[config.mk]
export PLATFORM = sky130hd
export DESIGN_NAME = divider_int
export DESIGN_NICKNAME = d
export VERILOG_FILES = /design/src/rtl/divider_int.sv
export SDC_FILE = /design/constraint.sdc
export NUM_CORES = 1
export LEC_CHECK = 0
export BUFFER_PORTS_ARGS = -buffer_cell sky130_fd_sc_hd__buf_2
export CAP_MARGIN = 10
export CELL_PAD_IN_SITES_DETAIL_PLACEMENT = 1
export CELL_PAD_IN_SITES_GLOBAL_PLACEMENT = 2
export CORE_UTILIZATION = 40
export CTS_CLUSTER_DIAMETER = 120
export DETAILED_ROUTE_END_ITERATION = 16
export PLACE_DENSITY_LB_ADDON = 0.1
export SYNTH_ARGS = -nofsm -noshare
export SYNTH_HDL_FRONTEND = slang
export SYNTH_SLANG_ARGS = --single-unit
[constraint.sdc]
create_clock -name clk -period 14.1 [get_ports clk]
set_input_delay 2.115 -clock clk [delete_from_list [all_inputs] [get_ports clk]]
set_output_delay 2.115 -clock clk [all_outputs]
set_load 0.01 [all_outputs]
[src/rtl/divider_int.sv]
// divider_int: pipelined signed integer divider (restoring, one quotient bit
// per stage). Works on operand magnitudes and applies the signs at the end.
//
// Ports:
//   clk          rising-edge clock
//   reset        synchronous active-high reset; clears every pipeline register
//   stall        holds every pipeline register and ignores the inputs
//   in_valid     opp_a / opp_b are valid this cycle
//   opp_a        dividend, two's complement, OPP_W bits
//   opp_b        divisor, two's complement, OPP_W bits
//   out_valid    quotient / remainder / div_by_zero are valid
//   quotient     signed quotient, truncated toward zero
//   remainder    signed remainder, same sign as the dividend (or zero)
//   div_by_zero  opp_b was zero for this result
//
// Pipeline: input register (stage 0), OPP_W restoring steps (stages 1..OPP_W),
// and a registered output stage. Latency is OPP_W+1 edges.
module divider_int #(
    parameter int OPP_W = 8
) (
    input  logic                    clk,
    input  logic                    reset,
    input  logic                    stall,
    input  logic                    in_valid,
    input  logic signed [OPP_W-1:0] opp_a,
    input  logic signed [OPP_W-1:0] opp_b,
    output logic                    out_valid,
    output logic signed [OPP_W-1:0] quotient,
    output logic signed [OPP_W-1:0] remainder,
    output logic                    div_by_zero
);

    localparam int W = OPP_W;
    localparam logic [W-1:0] ONE = W'(1);

    // Magnitude of a two's-complement value; the most negative value maps to
    // 2^(W-1), which is representable as an unsigned W-bit number.
    function automatic logic [W-1:0] mag_f(input logic [W-1:0] v);
        mag_f = v[W-1] ? (~v + ONE) : v;
    endfunction

    // Conditional two's-complement negation, wrapping to W bits.
    function automatic logic [W-1:0] neg_if_f(input logic neg, input logic [W-1:0] v);
        neg_if_f = neg ? (~v + ONE) : v;
    endfunction

    // Per-stage state. aq holds the unconsumed dividend bits at the top and
    // the quotient bits shifted in at the bottom; pr is the partial remainder,
    // which always stays below |b| and therefore fits in W bits.
    logic [W-1:0] pr_d    [0:W];
    logic [W-1:0] pr_q    [0:W];
    logic [W-1:0] aq_d    [0:W];
    logic [W-1:0] aq_q    [0:W];
    logic [W-1:0] bmag_d  [0:W-1];
    logic [W-1:0] bmag_q  [0:W-1];
    logic [W-1:0] aorig_d [0:W];
    logic [W-1:0] aorig_q [0:W];
    logic         sgnq_d  [0:W];
    logic         sgnq_q  [0:W];
    logic         sgnr_d  [0:W];
    logic         sgnr_q  [0:W];
    logic         dbz_d   [0:W];
    logic         dbz_q   [0:W];
    logic         vld_d   [0:W];
    logic         vld_q   [0:W];

    logic         out_valid_d, out_valid_q;
    logic [W-1:0] quotient_d, quotient_q;
    logic [W-1:0] remainder_d, remainder_q;
    logic         div_by_zero_d, div_by_zero_q;

    always_comb begin
        // Stage 0: input register
        pr_d[0]    = '0;
        aq_d[0]    = mag_f(opp_a);
        bmag_d[0]  = mag_f(opp_b);
        aorig_d[0] = opp_a;
        sgnq_d[0]  = opp_a[W-1] ^ opp_b[W-1];
        sgnr_d[0]  = opp_a[W-1];
        dbz_d[0]   = (opp_b == '0);
        vld_d[0]   = in_valid;

        // Stages 1..W: one restoring step each, dividend MSB first
        for (int k = 1; k <= W; k++) begin
            if ({pr_q[k-1], aq_q[k-1][W-1]} >= {1'b0, bmag_q[k-1]}) begin
                pr_d[k] = W'({pr_q[k-1], aq_q[k-1][W-1]} - {1'b0, bmag_q[k-1]});
                aq_d[k] = {aq_q[k-1][W-2:0], 1'b1};
            end else begin
                pr_d[k] = W'({pr_q[k-1], aq_q[k-1][W-1]});
                aq_d[k] = {aq_q[k-1][W-2:0], 1'b0};
            end
            aorig_d[k] = aorig_q[k-1];
            sgnq_d[k]  = sgnq_q[k-1];
            sgnr_d[k]  = sgnr_q[k-1];
            dbz_d[k]   = dbz_q[k-1];
            vld_d[k]   = vld_q[k-1];
        end
        for (int k = 1; k < W; k++) begin
            bmag_d[k] = bmag_q[k-1];
        end

        // Output stage: apply signs, override for divide by zero
        out_valid_d   = vld_q[W];
        div_by_zero_d = dbz_q[W];
        if (dbz_q[W]) begin
            quotient_d  = '1;
            remainder_d = aorig_q[W];
        end else begin
            quotient_d  = neg_if_f(sgnq_q[W], aq_q[W]);
            remainder_d = neg_if_f(sgnr_q[W], pr_q[W]);
        end
    end

    always_ff @(posedge clk) begin
        if (reset) begin
            for (int k = 0; k <= W; k++) begin
                pr_q[k]    <= '0;
                aq_q[k]    <= '0;
                aorig_q[k] <= '0;
                sgnq_q[k]  <= 1'b0;
                sgnr_q[k]  <= 1'b0;
                dbz_q[k]   <= 1'b0;
                vld_q[k]   <= 1'b0;
            end
            for (int k = 0; k < W; k++) begin
                bmag_q[k] <= '0;
            end
            out_valid_q   <= 1'b0;
            quotient_q    <= '0;
            remainder_q   <= '0;
            div_by_zero_q <= 1'b0;
        end else if (!stall) begin
            for (int k = 0; k <= W; k++) begin
                pr_q[k]    <= pr_d[k];
                aq_q[k]    <= aq_d[k];
                aorig_q[k] <= aorig_d[k];
                sgnq_q[k]  <= sgnq_d[k];
                sgnr_q[k]  <= sgnr_d[k];
                dbz_q[k]   <= dbz_d[k];
                vld_q[k]   <= vld_d[k];
            end
            for (int k = 0; k < W; k++) begin
                bmag_q[k] <= bmag_d[k];
            end
            out_valid_q   <= out_valid_d;
            quotient_q    <= quotient_d;
            remainder_q   <= remainder_d;
            div_by_zero_q <= div_by_zero_d;
        end
    end

    assign out_valid   = out_valid_q;
    assign quotient    = quotient_q;
    assign remainder   = remainder_q;
    assign div_by_zero = div_by_zero_q;

endmodule
==> key figures <==
Logic synthesis
  – Synth Register Bits: 309
  – Synth Warn #: 0
  – Mean Syn Cell Area: 12.2 sq um
  – Syn Inst Count: 1224
  – Largest family of logic cells by synthesized area: simple AND/OR/NAND/NOR gates
  – Multiplexer share of the synthesized area: 0.0269
  – Top FF cell, synth: edfxtp_1
  – Syn Std Cell Area: 0.0150 sq mm
  – Number of flops mapped to enable cells by yosys: 291
  – Top post-synthesis cells by count: edfxtp_1 (291), and2_1 (157), nor2_1 (143), inv_1 (92), ha_1 (62)
  – Top-area cell type share of the netlist area: 0.584
  – Post-Synth Simple-Gate Area: 0.153
  – Yosys top cell by area: edfxtp_1
  – Seq/Total Area, Yosys: 0.608
  – Most common cell in the synthesized netlist: edfxtp_1
  – Synth async-reset ratio: 0
  – Adder-Cell Fraction of Synth Area: 0.0612
  – Synth top area cells: edfxtp_1 (58%), and2_1 (6.6%), ha_1 (5.2%)
  – Syn nets: 1313
  – XOR/XNOR share of the synthesized area: 0.0304
  – Compound-Gate Fraction of Synth Area: 0.0833
  – Synth unique cells: 65

Die
  – Die span in x: 195 microns
  – Die span in y: 195 microns
  – Cell Rows: 70
  – Placeable Area: 0.0367 sq mm
  – DIE AREA: 0.0382 sq mm
  – I/O pins: 38
  – Initial Util: 0.408

Detailed routing
  – Via count: 8778
  – Avg WL per Cell: 15.5 microns
  – Post-route DRC: 0
  – WL final: 27.2 mm
  – ANT nets after route: 0
  – DRT Pass-1 Iters: 4
  – Vias per cell: 5.01
  – Drt initial violations: 323

Cells and area
  – Final non-filler cell area: 0.0166 sq mm
  – Area Overhead vs Synth: 11.1%
  – Total inserted antenna cells: 0
  – Multi-input combinational cell area: 0.00532 sq mm
  – FF+latch area: 0.00910 sq mm
  – # nets final: 1347
  – Final Core Density: 0.453
  – Fill count: 3894
  – Layout cell share with drive strength beyond 1: 0.0872

CTS
  – CTS HTree Levels: 2
  – Clock sink total: 309
  – Worst skew pair latency: 0.53 ns
  – Clk slew on worst S/H paths: 0.06 ns
  – Cts hold-fix bufs: 0
  – Clk buf depth: 3
  – CTS-repair resized insts: 0
  – Number of setup buffers added after CTS: 0
  – Cts bufs inserted: 36
  – TritonCTS clock tree: built
  – Root Buffer: clkbuf_16

Timing
  – Clk_skew: 0.0237 ns
  – Headroom to the max-slew limit: 0.237
  – Endpoints failing hold: 0
  – Final setup fails: 0
  – Minimum clock period: 4.66 ns
  – Pins over their slew limit: 0
  – Setup_tns: 0 ns
  – Fmax: 0.215 GHz
  – RSZ-0062 raised after global routing: no
  – Slew @ Worst Pin: 1.14 ns
  – Fin crit share: 0.330

Setup path
  – Worst path depth: 4
  – Nature of the critical path endpoint: flop
  – Worst Path Max Fanout: 122
  – Worst setup SP type: input pin
  – Worst-case reg-to-reg path depth: 8
  – Largest stage delay, worst path: 0.99 ns
  – Largest delay contributor family on the critical path: buffers and inverters
  – WP data required: 14.24 ns
  – WP data arrival: 4.80 ns
  – Cell chain of the critical path: buf_2 > nor2b_1 > inv_8 > buf_4
  – Crit path buf inv count: 3
  – CP max stage cell: buf_4
  – Critical path type: in -> reg

Place
  – PortBufs: 37
  – GPL Wtd Cong: 0.760
  – Detailed Place HPWL: 18.1 mm
  – Post-DP Area: 0.0156 sq mm

Min path
  – Hold path cells: 2
  – Min-Delay Path Class: reg -> reg

Power
  – Max VDD drop: 0.0719 mV
  – Leak: 6.65 nW
  – PD cells: 142 mW/mm^2

Global routing
  – Congestion Overflow GR: 0
  – Vias in the first global route: 9358
  – Largest net degree at the start of global routing: 123
  – First-pass GRT wire length: 46.1 mm
  – Initial antenna violation count: 0
  – Global-route usage over all layers: 0.148

Flow run
  – Max_cap viols: 0

Run status
  – Status: finished clean
## state kept, by name (all words and copies together), names as in the netlist
register	flops
pr_q	64
dbz_q	9
sgnr_q	8
out_valid	1
aorig_q	64
quotient	8
vld_q	9
remainder	8
aq_q	64
div_by_zero	1
bmag_q	64
sgnq_q	9
## cells in the final DEF, fill, tap and decap left out, types with 19 or more instances in the layout
master	netlist	layout
a21oi_1	40	40
and2_1	157	157
buf_2	0	37
clkbuf_16	0	36
edfxtp_1	291	291
ha_1	62	62
inv_1	92	91
mux2i_1	38	38
nand2_1	43	43
nand3_1	21	21
nor2_1	143	142
nor2b_1	25	25
o21ai_0	26	26
o31ai_1	19	19
xnor2_1	26	26
xor2_1	26	26
## report_power, final
group | internal (W) | leakage, nW | switching [W]
Combinational | 0.000175 | 2.77 | 0.000241
Sequential | 0.00109 | 3.36 | 0.0000335
Clock | 0.000470 | 0.520 | 0.000360
## metal layers
| layer | vias up | global-route usage | part of all wire |
|---|---|---|---|
| li1 | 4397 | - | - |
| met1 | 4254 | 0.167 | 0.42 |
| met2 | 91 | 0.284 | 0.54 |
| met3 | 36 | 0.0266 | 0.031 |
| met4 | 0 | 0.0426 | 0.017 |
| met5 | - | 0 | 0 |
## final timing paths
check / startpoint / slack, ns / end
worst min-delay path: quotient[0] / 0.47 / quotient[0]
worst max-delay path: reset / 9.44 / aorig_q[0][54]
worst max register to register: bmag_q[0][9] / 11.11 / pr_q[0][21]
worst min register to register: quotient[0] / 0.47 / quotient[0]
## stage by stage
stage / power [W] / instances / hold WS (ns) / setup WS, ns
detailed placement: 0.00156 / 1688 / 0.464 / 8.88
CTS: 0.00241 / 1752 / 0.471 / 9.44
floorplan: 0.00147 / 1224 / 0.453 / 5.32
global route: 0.00249 / 1752 / 0.500 / 9.25
finish: 0.00237 / 1752 / 0.471 / 9.44
global placement: 0.00156 / 1688 / 0.462 / 8.96
## final cells by class
class,instances,area share
well taps,468,0.0352
clock buffers,41,0.0553
clock inverters,23,0.00797
flip-flops and latches,309,0.547
repair buffers,43,0.0138
inverters,93,0.0214
multi-input cells,775,0.319
## worst register-to-register path: stages (launching register included)
cell and delay [ns]:
edfxtp_1 0.41, inv_1 0.10, ha_1 0.24, nor2b_1 0.15, o31ai_1 0.51, nand3_1 0.20
a41oi_2 0.71, mux2i_1 0.31, nor2_1 0.07
## cell families (layout without fill, tap and decap cells)
| family | after synthesis | count (layout) |
|---|---|---|
| muxes | 40 | 40 |
| AOI/OAI and AO/OA | 176 | 176 |
| buffers and inverters | 140 | 200 |
| DFF | 309 | 309 |
| xor gates and xnor gates | 52 | 52 |
| adders and majority gates | 69 | 69 |
| and+or+nand+nor | 438 | 438 |
Power figures use the tool's default switching activity.
